File: config.mk
export PLATFORM = sky130hd
export DESIGN_NAME = pixel_ram_arbiter_flat
export DESIGN_NICKNAME = d
export VERILOG_FILES = /design/src/rtl/pixel_ram_arbiter_if.sv /design/src/rtl/pixel_ram_arbiter.sv /design/src/flat_wrapper.sv
export SDC_FILE = /design/constraint.sdc
export NUM_CORES = 1
export LEC_CHECK = 0
export ABC_CLOCK_PERIOD_IN_PS = 3400
export BUFFER_PORTS_ARGS = -buffer_cell sky130_fd_sc_hd__buf_2
export CAP_MARGIN = 30
export CORE_ASPECT_RATIO = 0.8
export CORE_MARGIN = 2
export CORE_UTILIZATION = 30
export DETAILED_ROUTE_END_ITERATION = 8
export PLACE_DENSITY_LB_ADDON = 0.15
export SLEW_MARGIN = 20
export SYNTH_ARGS = -nofsm -noshare
export SYNTH_HDL_FRONTEND = slang
export SYNTH_SLANG_ARGS = --single-unit
File: constraint.sdc
create_clock -name clk -period 3.4 [get_ports clk]
set_input_delay 0.34 -clock clk [delete_from_list [all_inputs] [get_ports clk]]
set_output_delay 0.34 -clock clk [all_outputs]
set_load 0.02 [all_outputs]
File: src/rtl/pixel_ram_arbiter_if.sv
// Bundled capture, display and frame-buffer signals around the pixel RAM arbiter.
interface pixel_ram_arbiter_if #(
    parameter int unsigned DATA_W = 16,
    parameter int unsigned ADDR_W = 17
);
    logic              frameStart;
    logic              wrValid;
    logic [DATA_W-1:0] wrData;
    logic              wrDropped;
    logic              frameDone;
    logic              rdReq;
    logic [ADDR_W-1:0] rdAddr;
    logic              rdAck;
    logic              rdValid;
    logic [DATA_W-1:0] rdData;
    logic [ADDR_W-1:0] ramAddr;
    logic              ramWe;
    logic [DATA_W-1:0] ramWData;
    logic [DATA_W-1:0] ramRData;

    // Arbiter side
    modport slave (
        input  frameStart, wrValid, wrData, rdReq, rdAddr, ramRData,
        output wrDropped, frameDone, rdAck, rdValid, rdData, ramAddr, ramWe, ramWData
    );

    // Camera / display / RAM side
    modport master (
        output frameStart, wrValid, wrData, rdReq, rdAddr, ramRData,
        input  wrDropped, frameDone, rdAck, rdValid, rdData, ramAddr, ramWe, ramWData
    );
endinterface

File: src/rtl/pixel_ram_arbiter.sv
// Shares one single-port frame-buffer RAM between camera writes and display reads,
// alternating between the two sides when both want the same cycle.
module pixel_ram_arbiter #(
    parameter int unsigned DATA_W       = 16,
    parameter int unsigned ADDR_W       = 17,
    parameter int unsigned FRAME_PIXELS = 76800
) (
    input logic                clk,
    input logic                reset,
    pixel_ram_arbiter_if.slave bus
);
    localparam logic [ADDR_W-1:0] LAST_ADDR = ADDR_W'(FRAME_PIXELS - 1);

    typedef enum logic {
        GRANT_READ  = 1'b0,
        GRANT_WRITE = 1'b1
    } grant_t;

    grant_t              r_last_grant;
    logic                r_wr_pend;
    logic [DATA_W-1:0]   r_pend_data;
    logic [ADDR_W-1:0]   r_pend_addr;
    logic [ADDR_W-1:0]   r_wr_addr;
    logic                r_rd_s1;
    logic                r_rd_s2;

    logic [ADDR_W-1:0]   r_ram_addr;
    logic                r_ram_we;
    logic [DATA_W-1:0]   r_ram_wdata;
    logic                r_rd_ack;
    logic                r_rd_valid;
    logic [DATA_W-1:0]   r_rd_data;
    logic                r_wr_dropped;
    logic                r_frame_done;

    logic                w_grant_wr;
    logic                w_grant_rd;
    logic                w_capture;
    logic                w_drop;
    logic [ADDR_W-1:0]   w_addr_next;
    logic [ADDR_W-1:0]   w_cap_addr;

    // Grant decision, capture/drop qualification and next write address
    always_comb begin
        w_grant_wr  = r_wr_pend && (!bus.rdReq || (r_last_grant == GRANT_READ));
        w_grant_rd  = bus.rdReq && (!r_wr_pend || (r_last_grant == GRANT_WRITE));
        w_addr_next = (r_wr_addr == LAST_ADDR) ? '0 : r_wr_addr + ADDR_W'(1);
        // frameStart flushes the holding register, so a strobe there always lands
        w_capture   = bus.wrValid && (!r_wr_pend || w_grant_wr || bus.frameStart);
        w_drop      = bus.wrValid && r_wr_pend && !w_grant_wr && !bus.frameStart;
        if (bus.frameStart) begin
            w_cap_addr = '0;
        end else if (w_grant_wr) begin
            w_cap_addr = w_addr_next;
        end else begin
            w_cap_addr = r_wr_addr;
        end
    end

    // RAM port, grant history and handshake pulses
    always_ff @(posedge clk or posedge reset) begin
        if (reset) begin
            r_last_grant <= GRANT_READ;
            r_ram_we     <= 1'b0;
            r_ram_addr   <= '0;
            r_ram_wdata  <= '0;
            r_rd_ack     <= 1'b0;
            r_wr_dropped <= 1'b0;
            r_frame_done <= 1'b0;
        end else begin
            r_rd_ack     <= w_grant_rd;
            r_wr_dropped <= w_drop;
            r_frame_done <= w_grant_wr && (r_pend_addr == LAST_ADDR);
            if (w_grant_wr) begin
                r_ram_we     <= 1'b1;
                r_ram_addr   <= r_pend_addr;
                r_ram_wdata  <= r_pend_data;
                r_last_grant <= GRANT_WRITE;
            end else if (w_grant_rd) begin
                r_ram_we     <= 1'b0;
                r_ram_addr   <= bus.rdAddr;
                r_last_grant <= GRANT_READ;
            end else begin
                r_ram_we     <= 1'b0;
            end
        end
    end

    // Camera holding register and frame write-address counter
    always_ff @(posedge clk or posedge reset) begin
        if (reset) begin
            r_wr_pend   <= 1'b0;
            r_pend_data <= '0;
            r_pend_addr <= '0;
            r_wr_addr   <= '0;
        end else begin
            if (w_capture) begin
                r_wr_pend   <= 1'b1;
                r_pend_data <= bus.wrData;
                r_pend_addr <= w_cap_addr;
            end else if (w_grant_wr || bus.frameStart) begin
                r_wr_pend   <= 1'b0;
            end
            if (bus.frameStart) begin
                r_wr_addr <= '0;
            end else if (w_grant_wr) begin
                r_wr_addr <= w_addr_next;
            end
        end
    end

    // Read-return pipeline: address out, RAM access, data registered
    always_ff @(posedge clk or posedge reset) begin
        if (reset) begin
            r_rd_s1    <= 1'b0;
            r_rd_s2    <= 1'b0;
            r_rd_valid <= 1'b0;
            r_rd_data  <= '0;
        end else begin
            r_rd_s1    <= w_grant_rd;
            r_rd_s2    <= r_rd_s1;
            r_rd_valid <= r_rd_s2;
            if (r_rd_s2) begin
                r_rd_data <= bus.ramRData;
            end
        end
    end

    assign bus.ramAddr   = r_ram_addr;
    assign bus.ramWe     = r_ram_we;
    assign bus.ramWData  = r_ram_wdata;
    assign bus.rdAck     = r_rd_ack;
    assign bus.rdValid   = r_rd_valid;
    assign bus.rdData    = r_rd_data;
    assign bus.wrDropped = r_wr_dropped;
    assign bus.frameDone = r_frame_done;
endmodule

File: src/flat_wrapper.sv
// flat-port wrapper written by rule: the top's interface ports become plain ports
module pixel_ram_arbiter_flat 
#(
    parameter int unsigned DATA_W       = 16,
    parameter int unsigned ADDR_W       = 17,
    parameter int unsigned FRAME_PIXELS = 76800
)
  (clk, reset, bus_frameStart, bus_wrValid, bus_wrData, bus_rdReq, bus_rdAddr, bus_ramRData, bus_wrDropped, bus_frameDone, bus_rdAck, bus_rdValid, bus_rdData, bus_ramAddr, bus_ramWe, bus_ramWData);
  pixel_ram_arbiter_if #(.DATA_W(DATA_W), .ADDR_W(ADDR_W)) bus_i ();
  input logic clk;
  input logic reset;
  input wire logic [$bits(bus_i.frameStart)-1:0] bus_frameStart;
  input wire logic [$bits(bus_i.wrValid)-1:0] bus_wrValid;
  input wire logic [$bits(bus_i.wrData)-1:0] bus_wrData;
  input wire logic [$bits(bus_i.rdReq)-1:0] bus_rdReq;
  input wire logic [$bits(bus_i.rdAddr)-1:0] bus_rdAddr;
  input wire logic [$bits(bus_i.ramRData)-1:0] bus_ramRData;
  output wire logic [$bits(bus_i.wrDropped)-1:0] bus_wrDropped;
  output wire logic [$bits(bus_i.frameDone)-1:0] bus_frameDone;
  output wire logic [$bits(bus_i.rdAck)-1:0] bus_rdAck;
  output wire logic [$bits(bus_i.rdValid)-1:0] bus_rdValid;
  output wire logic [$bits(bus_i.rdData)-1:0] bus_rdData;
  output wire logic [$bits(bus_i.ramAddr)-1:0] bus_ramAddr;
  output wire logic [$bits(bus_i.ramWe)-1:0] bus_ramWe;
  output wire logic [$bits(bus_i.ramWData)-1:0] bus_ramWData;
  assign bus_i.frameStart = bus_frameStart;
  assign bus_i.wrValid = bus_wrValid;
  assign bus_i.wrData = bus_wrData;
  assign bus_i.rdReq = bus_rdReq;
  assign bus_i.rdAddr = bus_rdAddr;
  assign bus_i.ramRData = bus_ramRData;
  assign bus_wrDropped = bus_i.wrDropped;
  assign bus_frameDone = bus_i.frameDone;
  assign bus_rdAck = bus_i.rdAck;
  assign bus_rdValid = bus_i.rdValid;
  assign bus_rdData = bus_i.rdData;
  assign bus_ramAddr = bus_i.ramAddr;
  assign bus_ramWe = bus_i.ramWe;
  assign bus_ramWData = bus_i.ramWData;
  pixel_ram_arbiter #(.DATA_W(DATA_W), .ADDR_W(ADDR_W), .FRAME_PIXELS(FRAME_PIXELS)) u_core (.clk(clk), .reset(reset), .bus(bus_i));
endmodule
# After elaboration in Yosys (flattened, before gate mapping)
# Index checks and enable logic that the tools add are counted.
[op_classes]
addsub = 1
n_mul = 0
div = 0
order_cmp = 0
eq_ne = 2
n_shift = 0
n_mux = 10
n_bitwise = 1
reduce_logical = 18
[ops]
columns = ["cell", "n"]
rows = [
  ["$mux W17", 5],
  ["$eq A17 B17 Y1 const B", 2],
  ["$add A17 B1 Y17 const B", 1],
  ["$logic_and A1 B1 Y1", 7],
  ["$logic_or A1 B1 Y1", 5],
  ["$mux W1", 5],
  ["$logic_not A1 Y1", 4],
  ["$reduce_bool A2 Y1", 2],
  ["$not A1 Y1", 1],
]
[word_totals]
regBits = 107
latchBits = 0
ram_bits = 0
rom_bits = 0
in_bits = 54
output_inout_bits = 54
wordCells = 46
n_memories = 0

# Logic depth before layout (Yosys ltp)
# Gate-level depths: netlist of run 1.
[logic_depth]
ltp_word = 7
depth_mapped = 8
mapped_depth_nobuf = 6

# Worst setup path after synthesis of run 1
# No wires, ideal clock.
[synth_timing]
path_kind = "register -> register"
from = "register u_core.r_wr_pend"
to = "register u_core.r_wr_addr[5]"
setup_time_ps = 122
arrival_ps = 1662
required_ps = 3278
slack_ps = 1616
stages_incl_launch_ff = 8
n_path_buf = 2
synth_period_minus_slack_ps = 1784
cell_sequence = "dfrtp_1 > a21bo_2 > or4_4 > nor2_2 > or2_1 > buf_4 > buf_6 > nor2_1"
[synth_between]
elab_chain_cells = 3
[synth_lines]
columns = ["element", "line_no", "rtl"]
rows = [
  ["from (decl)", "pixel_ram_arbiter.sv:20", "logic r_wr_pend;"],
  ["from (signal assigned)", "pixel_ram_arbiter.sv:92", "r_wr_pend <= 1'b0;"],
  ["from (signal assigned)", "pixel_ram_arbiter.sv:98", "r_wr_pend <= 1'b1;"],
  ["from (signal assigned)", "pixel_ram_arbiter.sv:102", "r_wr_pend <= 1'b0;"],
  ["$logic_and A1 B1 Y1", "pixel_ram_arbiter.sv:45", "w_grant_wr = r_wr_pend && (!bus.rdReq || (r_last_grant == GRANT_READ));"],
  ["$mux W17 (2 in series)", "--", ""],
  ["named net u_core.w_cap_addr[5]", "pixel_ram_arbiter.sv:41", "logic [ADDR_W-1:0] w_cap_addr;"],
  ["to (signal assigned)", "pixel_ram_arbiter.sv:107", "r_wr_addr <= w_addr_next;"],
  ["to (decl)", "pixel_ram_arbiter.sv:23", "logic [ADDR_W-1:0] r_wr_addr;"],
]
# The timed path passes the listed nets, and every way through them passes these cells.
# A chain may end at the register's enable or synchronous reset.

# Final worst setup path of run 1
[layout_timing]
from = "register u_core.r_wr_pend"
to = "register u_core.r_pend_addr[5]"
[layout_between]
elab_chain_cells = 4
[layout_lines]
columns = ["element", "line_no", "rtl"]
rows = [
  ["$logic_not A1 Y1 or $logic_and A1 B1 Y1 (tied branches)", "pixel_ram_arbiter.sv:49, pixel_ram_arbiter.sv:45", ""],
  ["$logic_or A1 B1 Y1 (2 in series)", "pixel_ram_arbiter.sv:49", "w_capture = bus.wrValid && (!r_wr_pend || w_grant_wr || bus.frameStart);"],
  ["$logic_and A1 B1 Y1", "pixel_ram_arbiter.sv:49", ""],
  ["to (signal assigned)", "pixel_ram_arbiter.sv:100", "r_pend_addr <= w_cap_addr;"],
  ["to (decl)", "pixel_ram_arbiter.sv:22", "logic [ADDR_W-1:0] r_pend_addr;"],
]
# Several ways; a longest one is shown, not always the timed one.

==> impl_results.md, run 1 <==
* Site row count at 39
* Die Area at 15300 µm²
* Reg-to-reg critical path startpoint: u_core.r_wr_pend
* GRT Util Overall at 13.9%
* DR vias at 3103
* Initial antenna violation count at 0
* Drt first pass iters at 5
* Synth warn at 0
* Nets@finish at 542
* Boundary pin count at 108
* H-tree lvl count at 3
* Crit path kind: reg2reg
* Syn avg cell area at 11.3 µm²
* Crit-path max FO at 15
* Slew at the pin with the worst max-slew slack at 0.685 ns
* R2R Path End: u_core.r_pend_addr[5]
* Grt ovf at 0
* Final setup TNS at 0 ns
* CP peak stage delay at 0.56 ns
* Clk pin slew, worst setup/hold paths at 0.07 ns
* Max-Cap Viols at 0
* Crit end category: register
* Root buffer cell: clkbuf_16
* Fraction of layout cells with a size suffix above 1 at 34.8%
* Hold Slack at 0.219 ns
* Setup violations, final at 0
* Max-slew headroom at 54.4%
* Slowest CP cell: or4_4
* Flops & latches, synth at 107
* Pre-CTS setup slack at 1.07 ns
* Worst skew pair latency at 0.35 ns
* WL/cell at 14.9 µm
* Crit-path cells: a21bo_2 -> or4_4 -> nor2_2 -> or2_1 -> o31ai_1
* R2R cell count at 5
* Fmax at 455 MHz
* Starting Density at 30.4%
* Required time worst endpoint at 3.61 ns
* Yosys top cell by area: dfrtp_1
* ANT cells at 0
* Clock sinks at 107
* Worst R2R Setup Slack at 1.20 ns
* Final Slew Violations at 0
* Hold path depth at 2
* Chip height at 111 µm
* Placer Congestion at 0.803
* Synth top area cells: dfrtp_1 62%, mux2_2 9.2%, nand2_1 8.9%
* Sequential-to-total area share from yosys stat at 62.3%
* RSZ-0062 raised after global routing: false
* Bufs on Longest Clock Path at 2
* Synth Instances at 380
* Met3 WL at 606 µm
* Area delta synth->final at 25.6%
* Pleak at 2.61 nW
* Post-route ant nets at 0
* Top-area cell type share of the netlist area at 62.3%
* Worst setup margin at 1.20 ns
* Vias in the first global route at 3075
* Routed WL at 10.1 mm
* CP Launch Type: register
* Final Cycle Share at 64.6%
* Minimum clock period at 2.20 ns
* Clock Skew at 0.00745 ns
* Synthesized Nets at 435
* First-pass GRT wire length at 16.2 mm
* Crit path DAT at 2.41 ns
* Mapped cell area at 4300 µm²
* Via density at 4.59
* Largest net degree at the start of global routing at 83
* Port bufs at 107
* Detailed placement HPWL at 7.18 mm
* Top routing layer used: met4
* Die X at 138 µm
* Post-CTS sizing at 0
* Met2 wire len at 4.54 mm
* CP startpoint: u_core.r_wr_pend
* Core area at 14200 µm²
* CTS Buf Count at 9
* Maximum VDD drop at 0.360 mV
* PD cells at 595 nW/µm²
* Initial drt markers at 155
* DRC Markers at 0
* Hold crit path type: in2reg
* Final Hold Viols at 0
* CTS tree: done
* Status: finished clean
* Count of cell types in the netlist at 36
* Setup crit end: u_core.r_pend_addr[5]
* Wl on met1 at 4.82 mm
## flip-flops by register name, indices dropped and copies added, names as in the netlist
| register | flops |
|---|---|
| u_core.bus.rdAck | 1 |
| u_core.bus.ramAddr | 17 |
| u_core.bus.ramWe | 1 |
| u_core.r_pend_data | 16 |
| u_core.r_pend_addr | 17 |
| u_core.bus.ramWData | 16 |
| u_core.bus.rdValid | 1 |
| u_core.r_wr_addr | 17 |
| u_core.r_rd_s2 | 1 |
| u_core.bus.rdData | 16 |
| u_core.r_last_grant | 1 |
| u_core.r_wr_pend | 1 |
| u_core.bus.frameDone | 1 |
| u_core.bus.wrDropped | 1 |
## worst min path at each step
stage	startpoint	endpoint	slack, ns
finish	bus_wrData[3]	u_core.r_pend_data[3]	0.22
global route	bus_ramRData[13]	u_core.bus.rdData[13]	0.20
CTS	bus_wrData[3]	u_core.r_pend_data[3]	0.20
detailed placement	reset	u_core.bus.rdData[10]	0.34
global placement	reset	u_core.bus.rdData[10]	0.35
floorplan	u_core.r_rd_s2	u_core.bus.rdValid	0.35
## routing by layer
metal  GRT usage, %  vias up
li1               -     1501
met1           18.7     1518
met2           21.3       75
met3           5.08        9
met4           3.74        0
met5              0        -
## critical path: cells and delay by family (launching register included)
family	cells	cell delay, ns
compound gates	2	0.47
flops	1	0.48
simple gates	3	1.10
## through the flow
| step | power, mW | cell area [µm²] | util (%) | std cells |
|---|---|---|---|---|
| detailed placement | 2.04 | 5030 | 35.5 | 658 |
| global placement | 2.03 | 5030 | 35.5 | 658 |
| floorplan | 1.83 | 4300 | - | 380 |
| CTS | 3.27 | 5390 | 38.1 | 675 |
| global route | 3.38 | 5400 | 38.1 | 676 |
| finish | 3.21 | 5400 | 38.1 | 676 |
## cell usage in the layout, fill, tap and decap left out, types with 3 or more instances in the layout
| cell type | synthesis | layout |
|---|---|---|
| buf_2 | 0 | 107 |
| dfrtp_1 | 107 | 107 |
| nand2_1 | 102 | 102 |
| mux2_2 | 35 | 35 |
| nor2_1 | 26 | 26 |
| a32oi_1 | 15 | 15 |
| o21ai_0 | 13 | 13 |
| clkbuf_16 | 0 | 9 |
| nand3_1 | 8 | 8 |
| xnor2_1 | 8 | 8 |
| xor2_1 | 8 | 8 |
| nand4_1 | 5 | 5 |
| buf_4 | 2 | 4 |
| nand3b_1 | 3 | 3 |
| o31ai_1 | 3 | 3 |
| and3_1 | 3 | 3 |
| inv_1 | 4 | 3 |
| bufinv_16 | 0 | 3 |
## power breakdown
group / switching (mW) / total, mW / internal, mW
clock: 0.465 / 1.21 / 0.741
sequential: 0.0807 / 1.49 / 1.41
combinational: 0.321 / 0.517 / 0.196
## synth_stat cells, drive strengths merged
| library cell | n |
|---|---|
| clkinv | 1 |
| nor2 | 27 |
| or4 | 2 |
| nand4bb | 1 |
| nand4b | 2 |
| nand4 | 5 |
| and3 | 3 |
| nand2 | 103 |
| inv | 4 |
| or3 | 2 |
| xor2 | 8 |
| nand3b | 3 |
| or2 | 1 |
| nor4 | 3 |
| dfrtp | 107 |
| nor3 | 2 |
| nor4b | 1 |
| buf | 6 |
| ha | 1 |
| nand3 | 8 |
| mux2 | 35 |
| a21bo | 1 |
| o21ai | 15 |
| xnor2 | 8 |
| a32oi | 15 |
| o31ai | 3 |
| o22ai | 2 |
| clkbuf | 11 |
## cells by family (layout without fill, tap and decap cells)
logic type	count (synthesis)	in the layout	share of synthesized area, %
AOI/OAI and AO/OA	36	36	5.85
xor gates and xnor gates	16	16	3.26
adders and majority gates	1	1	0.291
buffers and inverters	22	134	2.27
DFF	107	107	62.3
muxes	35	35	9.18
and+or+nand+nor	163	163	16.8
## repair_timing
item,CTS,global route
hold endpoints to repair,25,0
buffers inserted,0,0
hold buffers,1,0
## cell type report
class / instances / area, µm²
Clock buffer: 10 / 239
Clock inverter: 6 / 111
Fill cell: 1398 / 8760
Inverter: 5 / 21.3
Multi-Input combinational cell: 251 / 1520
Sequential cell: 107 / 2680
Tap cell: 184 / 230
Timing Repair Buffer: 113 / 596
No activity file was read; power rests on OpenSTA's default activity.
==> run 2: changes to the inputs <==
Settings changed: ABC_CLOCK_PERIOD_IN_PS 3400 to 2300.
Clock period 3.4 ns to 2.3 ns, I/O delays scaled along.
==> run 2 against run 1 <==
  * The run now ends with negative hold slack left
  * Clock power grew 19%
  * Maximum frequency grew 13%
  * Sequential share of layout area grew 0.34 points
==> impl_results.md, run 2 (synthesized netlist as in run 1, its figures left out) <==
* Status: finished with violations
* Failing checks: negative hold slack
* Pre-CTS setup slack at 0.378 ns (-0.694 ns)
* Hold Slack at -0.0106 ns (-0.229 ns)
* Boundary pin count at 108 (unchanged)
* Vias in the first global route at 3217 (+4.6%)
* GRT Util Overall at 14.2% (+0.25 points)
* WL/cell at 15.1 µm (+1.2%)
* Crit-path max FO at 15 (unchanged)
* Final setup TNS at 0 ns (unchanged)
* Pleak at 2.60 nW (-0.41%)
* Area delta synth->final at 24.8%
* H-tree lvl count at 3 (unchanged)
* First-pass GRT wire length at 16.8 mm (+3.5%)
* Detailed placement HPWL at 7.48 mm (+4.2%)
* Worst R2R Setup Slack at 0.36 ns (-0.85 ns)
* Post-CTS Setup Repair Bufs at 0 (unchanged)
* Nets@finish at 548 (+1.1%)
* Final Hold Viols at 17 (+17)
* Chip height at 111 µm (unchanged)
* Worst skew pair latency at 0.35 ns (about the same)
* Clk pin slew, worst setup/hold paths at 0.07 ns (about the same)
* Met2 wire len at 4.69 mm (+3.4%)
* Worst setup margin at 0.355 ns (-0.849 ns)
* Crit path DAT at 2.17 ns (-0.24 ns)
* Grt ovf at 0 (unchanged)
* Clock sinks at 107 (unchanged)
* Fraction of layout cells with a size suffix above 1 at 35.3% (+0.59 points)
* Starting Density at 30.4% (unchanged)
* Port bufs at 107 (unchanged)
* Largest net degree at the start of global routing at 72 (-13%)
* Fmax at 514 MHz (+13%)
* Post-CTS sizing at 0 (unchanged)
* Minimum clock period at 1.94 ns (-0.251 ns)
* CP peak stage delay at 0.56 ns (about the same)
* Core area at 14200 µm² (unchanged)
* Final Cycle Share at 84.6% (+20 points)
* Placer Congestion at 0.789 (-1.8%)
* PD cells at 823 nW/µm² (+38%)
* Commonest non-fill, non-tap cells in the layout: 107 x buf_2, 107 x dfrtp_1, 102 x nand2_1, 35 x mux2_2, 26 x nor2_1
* Clock Skew at 0.00920 ns (+0.00174 ns)
* RSZ-0062 raised after global routing: false
* Drt first pass iters at 4 (-1)
* Crit end category: register
* Hold crit path type: in2async
* DR vias at 3112 (+0.29%)
* Required time worst endpoint at 2.53 ns (-1.08 ns)
* Maximum VDD drop at 0.416 mV (+15%)
* Top routing layer used: met4
* Max-slew headroom at 54.1% (-0.22 points)
* Via density at 4.56 (-0.59%)
* ANT cells at 0 (unchanged)
* DRC Markers at 0 (unchanged)
* Initial antenna violation count at 0 (unchanged)
* Initial drt markers at 159 (+2.6%)
* Met3 WL at 550 µm (-9.2%)
* Bufs on Longest Clock Path at 2 (unchanged)
* Crit-path cells: a21bo_2 -> or4_4 -> nor2_2 -> or2_1 -> buf_4 -> o31ai_1
* Site row count at 39 (unchanged)
* Root buffer cell: clkbuf_16
* Final Slew Violations at 0 (unchanged)
* Setup violations, final at 0 (unchanged)
* CP Launch Type: register
* Die Area at 15300 µm² (unchanged)
* CTS tree: done
* Slowest CP cell: or4_4
* Util after Layout at 37.9% (-0.26 points)
* Routed WL at 10.3 mm (+2.1%)
* Slew at the pin with the worst max-slew slack at 0.688 ns (+0.00323 ns)
* Post-route ant nets at 0 (unchanged)
* # fillers at 1430 (+2.3%)
* Wl on met1 at 4.90 mm (+1.5%)
* Hold-fix buffers, CTS at 0 (-1)
* Crit path kind: reg2reg
* Die X at 138 µm (unchanged)
* Max-Cap Viols at 0 (unchanged)
* CTS Buf Count at 9 (unchanged)
==> run 2: cell count changes in the layout (fill, tap and decap cells not counted), sizes merged <==
cell / change
buf: +7
bufinv: -3
clkbuf: +1
clkinv: +1
clkinvlp: +1
dlygate4sd3: -1
==> run 2: per-stage QoR <==
stage	cell area, µm²	std cells	power (mW)
floorplan	4300	380	2.71
global placement	5090	666	3.01
detailed placement	5090	666	3.03
CTS	5360	682	4.49
global route	5360	682	4.65
finish	5360	682	4.41
==> run 2: final timing paths <==
path,end,from,cells past startpoint
min in group clk,u_core.r_pend_data[11],bus_wrData[11],2
max in group asynchronous,u_core.r_wr_addr[10],reset,3
min reg2reg,u_core.r_rd_s2,u_core.bus.rdAck,0
max reg2reg,u_core.r_pend_addr[5],u_core.r_wr_pend,6
min,u_core.bus.rdData[2],reset,3
max,u_core.r_pend_addr[5],u_core.r_wr_pend,6
==> run 2: cell type report <==
| class | count | area, µm² | share of cell area (%) |
|---|---|---|---|
| multi-input combinational | 251 | 1520 | 28.4 |
| timing repair buffer | 119 | 638 | 11.9 |
| clock buffer | 11 | 233 | 4.34 |
| inverter | 5 | 22.5 | 0.420 |
| tap | 184 | 230 | 4.30 |
| clock inverter | 5 | 37.5 | 0.700 |
| sequential | 107 | 2680 | 50.0 |
==> run 2: layer usage <==
layer  up-vias  GRT usage, %
li1       1519             -
met1      1512          19.8
met2        71          21.8
met3        10          3.43
met4         0          4.29
met5         -             0
==> run 2: report_power, final <==
part,internal (mW),leakage (nW),switching [mW]
Sequential,2.08,1.36,0.113
Clock,0.744,0.132,0.692
Combinational,0.296,1.11,0.482
==> run 2: critical path, delay by kind of cell (launching register included) <==
kind / cells / cell delay [ns]
simple gates: 3 / 0.76
buf+inv: 1 / 0.20
compound gates: 2 / 0.41
flops: 1 / 0.46
